==> src/rtl/mem_stage_pkg.sv <==
// Shared definitions for the MEM pipeline stage: access FSM states and the default SRAM wait count.
package mem_stage_pkg;

   typedef enum logic [1:0] {
      IDLE   = 2'd0,
      ACCESS = 2'd1,
      DONE   = 2'd2
   } state_t;

   localparam int WAIT_STATES_DEF = 2;

endpackage

==> src/rtl/mem_stage.sv <==
// MEM pipeline stage: one 16-bit load/store per instruction on async SRAM via a multi-cycle
// access FSM, stalling upstream for the access and inserting bubbles into mem_wb.
`default_nettype none

module mem_stage
   import mem_stage_pkg::*;
#(
   parameter int WAIT_STATES = WAIT_STATES_DEF,
   parameter int ADDR_W      = 18
) (
   input  logic              CLK,
   input  logic              RST,
   input  logic              memread_i,
   input  logic              memwrite_i,
   input  logic [15:0]       addr_i,
   input  logic [15:0]       wdata_i,
   input  logic              memtoreg_i,
   input  logic [3:0]        regdst_i,
   input  logic              regwrite_i,
   input  logic [15:0]       alures_i,
   input  logic [15:0]       ram_rdata_i,
   output logic [ADDR_W-1:0] ram_addr_o,
   output logic [15:0]       ram_wdata_o,
   output logic              ram_ce_n_o,
   output logic              ram_oe_n_o,
   output logic              ram_we_n_o,
   output logic              stall_o,
   output logic              memtoreg_o,
   output logic [3:0]        regdst_o,
   output logic              regwrite_o,
   output logic [15:0]       alures_o,
   output logic [15:0]       memres_o
);

   localparam int CNT_W = $clog2(WAIT_STATES + 1);

   state_t           state, state_nx;
   logic [CNT_W-1:0] cnt, cnt_nx;
   logic [15:0]      addr_q, addr_nx;
   logic [15:0]      wdata_q, wdata_nx;
   logic [15:0]      rdata_q, rdata_nx;
   logic             is_wr, is_wr_nx;
   logic             ce_n, ce_n_nx;
   logic             oe_n, oe_n_nx;
   logic             we_n, we_n_nx;
   logic             op;

   assign op = memread_i | memwrite_i;

   always_ff @(posedge CLK) begin
      if (RST) begin
         state   <= IDLE;
         cnt     <= '0;
         addr_q  <= '0;
         wdata_q <= '0;
         rdata_q <= '0;
         is_wr   <= 1'b0;
         ce_n    <= 1'b1;
         oe_n    <= 1'b1;
         we_n    <= 1'b1;
      end else begin
         state   <= state_nx;
         cnt     <= cnt_nx;
         addr_q  <= addr_nx;
         wdata_q <= wdata_nx;
         rdata_q <= rdata_nx;
         is_wr   <= is_wr_nx;
         ce_n    <= ce_n_nx;
         oe_n    <= oe_n_nx;
         we_n    <= we_n_nx;
      end
   end

   // Strobes are computed one cycle ahead so the SRAM pins come straight from flops.
   always_comb begin
      state_nx = state;
      cnt_nx   = cnt;
      addr_nx  = addr_q;
      wdata_nx = wdata_q;
      rdata_nx = rdata_q;
      is_wr_nx = is_wr;
      ce_n_nx  = ce_n;
      oe_n_nx  = oe_n;
      we_n_nx  = we_n;
      case (state)
         IDLE: begin
            if (op) begin
               addr_nx  = addr_i;
               wdata_nx = wdata_i;
               is_wr_nx = memwrite_i;
               cnt_nx   = CNT_W'(WAIT_STATES);
               ce_n_nx  = 1'b0;
               oe_n_nx  = memwrite_i;
               we_n_nx  = ~memwrite_i;
               state_nx = ACCESS;
            end
         end
         ACCESS: begin
            cnt_nx = cnt - CNT_W'(1);
            if (cnt == CNT_W'(1)) begin
               if (!is_wr) begin
                  rdata_nx = ram_rdata_i;
               end
               ce_n_nx  = 1'b1;
               oe_n_nx  = 1'b1;
               we_n_nx  = 1'b1;
               state_nx = DONE;
            end
         end
         DONE:    state_nx = IDLE;
         default: state_nx = IDLE;
      endcase
   end

   assign stall_o     = ~RST & (((state == IDLE) & op) | (state == ACCESS));
   assign ram_addr_o  = {{(ADDR_W-16){1'b0}}, addr_q};
   assign ram_wdata_o = wdata_q;
   assign ram_ce_n_o  = ce_n;
   assign ram_oe_n_o  = oe_n;
   assign ram_we_n_o  = we_n;
   assign memtoreg_o  = memtoreg_i;
   assign regdst_o    = regdst_i;
   assign regwrite_o  = regwrite_i & ~stall_o;
   assign alures_o    = alures_i;
   assign memres_o    = rdata_q;

endmodule

`default_nettype wire

==> config.mk <==
export PLATFORM = sky130hd
export DESIGN_NAME = mem_stage
export DESIGN_NICKNAME = d
export VERILOG_FILES = /design/src/rtl/mem_stage_pkg.sv /design/src/rtl/mem_stage.sv
export SDC_FILE = /design/constraint.sdc
export NUM_CORES = 1
export LEC_CHECK = 0
export CORE_ASPECT_RATIO = 0.6
export CORE_MARGIN = 3
export CORE_UTILIZATION = 31
export DETAILED_ROUTE_END_ITERATION = 10
export PLACE_DENSITY = 0.7
export SYNTH_ARGS = -nofsm -noshare
export SYNTH_HDL_FRONTEND = slang
export SYNTH_SLANG_ARGS = --single-unit
==> constraint.sdc <==
create_clock -name CLK -period 1.83 [get_ports CLK]
set_input_delay 0.4575 -clock CLK [delete_from_list [all_inputs] [get_ports CLK]]
set_output_delay 0.4575 -clock CLK [all_outputs]
set_load 0.03 [all_outputs]
==> qor.txt <==
Buf/Inv on CP: 1
Antenna Cells: 0
design area: 3515 sq um
TritonRoute pass-1 iters: 4
Final Hold Slack: 0.4582 ns
commonest non-fill, non-tap cells in the layout: clkdlybuf4s50_1, dfxtp_1, a21oi_1
maximum clock insertion buffer count: 2
FF+latch count, synth: 56
Post-Syn Instances: 288
area delta synth->final: 50.70%
I/O pin cnt: 150
# setup viols final: 0
CTS buffer count: 5
Total Routing Usage GR: 14.48%
largest net degree at the start of global routing: 35
latest clock arrival within the worst-skew pair: 0.28 ns
initial antenna violation count: 0
Cell Count Post-Placement: 460
crit-path cells: clkdlybuf4s50_1
DIE WIDTH: 118.0 um
initial core utilization: 33.49%
vias post-DR: 2223
clock skew: 0.005832 ns
count of final hold-check violations: 0
core area: 6964 sq um
Routed WL: 6430 um
GP Congestion: 0.7162
wire per inst: 13.71 um
CTS root buf: clkbuf_16
commonest non-fill, non-tap cell in the layout: clkdlybuf4s50_1
clock net sink count: 56
period utilisation layout: 96.99%
nets: 443
Power Internal: 2297 uW
Setup Crit Path Kind: register to output pin
antenna-violating nets left: 0
fill count: 704
LEAKAGE: 0.001298 uW
Mean Syn Cell Area: 8.098 sq um
status: completed
P per Cell Area: 891.6 nW/um^2
Worst Path Arrival: 1.32 ns
Netlist Area Pre-Place: 2332 sq um
Final Util: 50.47%
DR DRC count: 0
Tmin final: 1.775 ns
DP Wirelength: 4512 um
CP peak stage delay: 0.70 ns
WP data required: 1.37 ns
Initial DRC Count: 89
Non-Filler Instances: 469
CP Capture Type: output pin
Worst path top cell family by delay: buffers and inverters
CP max-delay cell: clkdlybuf4s50_1
Flop pwr share: 42.9%
Die Height: 73.19 um
post-synthesis sequential area ratio: 48.07%
Synthesis Warnings: 0
Min-Delay Path Class: register to register
Setup crit start kind: register
Switching Fraction: 26.68%
row count: 23
first-pass GRT wire length: 10230 um
PortBufs: 105
max-cap viol count: 0
CP max FO: 2
vias in the first global route: 2090
Combinational Power Share: 21.8%
RSZ-0062 raised after global routing: no
Reg clk slew, reported paths: 0.07 ns
share of cells above drive strength 1: 9.214%
CTS tree: yes
H-tree Lvls: 2
sw power: 836.0 uW
gr ovfl total: 0
DP Area: 3328 sq um
Worst VDD drop: 0.3967 mV
Slew Limit Fails: 0
Via density: 4.740
Synth cell types: 29
Peak Freq: 563.4 MHz
DIE AREA: 8634 sq um
clock network power share: 35.4%
## area by class of cell
type / instances / area [sq um] / share of cell area, %
timing repair buffer: 121 / 1157 / 32.93
clock buffer: 6 / 138.9 / 3.952
sequential: 56 / 1122 / 31.93
inverter: 3 / 11.26 / 0.3204
multi-input combinational: 181 / 920.9 / 26.20
clock inverter: 2 / 38.79 / 1.104
tap: 100 / 125.1 / 3.560
## worst paths after layout
check                    from  slack [ns]          end  cells past startpoint
hold reg to reg   memres_o[8]        0.46  memres_o[8]                      2
setup reg to reg       cnt[0]        0.42  memres_o[2]                      5
hold / removal    memres_o[8]        0.46  memres_o[8]                      2
setup / recovery   ram_ce_n_o        0.06   ram_ce_n_o                      1
## Yosys cell counts
master	n	area, sq um
dfxtp_1	56	1121
a21oi_1	52	260.3
nand2_1	35	131.4
nand3_1	32	160.2
buf_4	24	180.2
o21ai_0	21	105.1
clkbuf_1	16	60.06
o21ai_1	13	65.06
buf_2	7	35.03
nor2_1	6	22.52
inv_1	3	11.26
buf_6	2	22.52
nand2b_1	2	12.51
nor2b_1	2	12.51
o21bai_1	2	15.01
or2_1	2	12.51
a211o_1	1	8.760
a21o_1	1	7.510
a311oi_1	1	8.760
and2_1	1	6.260
conb_1	1	3.750
ha_1	1	12.51
nand4bb_1	1	11.26
nor3b_1	1	7.510
nor4bb_1	1	10.01
o211ai_1	1	7.510
o31a_1	1	8.760
or2_0	1	6.260
or3_1	1	6.260
## power by group through the flow
stage	Combinational [uW]	Clock [uW]	Sequential, uW
global placement	680	0	1370
floorplan	323	0	1500
finish	682	1110	1340
global route	732	1200	1350
detailed placement	682	0	1370
CTS	687	1150	1340
## flip-flops by register name (all words and copies together) (netlist names), 2 cells and up
| name | flops |
|---|---|
| state | 2 |
| memres_o | 16 |
| cnt | 2 |
| ram_wdata_o | 16 |
| addr_q | 16 |
## cells by family after synthesis
logic type | Yosys count | share of synthesized area [%]
simple gates | 85 | 17.11
compound gates | 93 | 20.87
other cells | 1 | 0.1608
flops | 56 | 48.07
buf+inv | 52 | 13.25
fa+ha+maj | 1 | 0.5364
## what timing repair did
item | 4_1_cts | 5_1_grt
buffers inserted | 1 | 0
gates resized for setup | 10 | 2
pin swaps | 3 | 1
endpoints found under the setup margin | 2 | 2
hold buffers | 0 | 0
## per-stage QoR
step                      setup WS (ns)  power (uW)  setup TNS (ns)
final                           0.05516        3133               0
after global routing           0.002357        3291               0
after CTS                       0.04597        3179               0
after detailed placement        -0.3474        2051          -1.022
after global placement          -0.3367        2046         -0.9581
after floorplan                 0.08619        1818               0
## routing by layer
layer | up-vias | wire length, um | global-route usage (%)
met5 | - | 0 | 0
met3 | 2 | 662 | 7.591
met2 | 82 | 2695 | 21.44
met4 | 0 | 24 | 2.597
li1 | 1115 | - | -
met1 | 1024 | 3047 | 19.05
(Power assumes the default switching activity.)
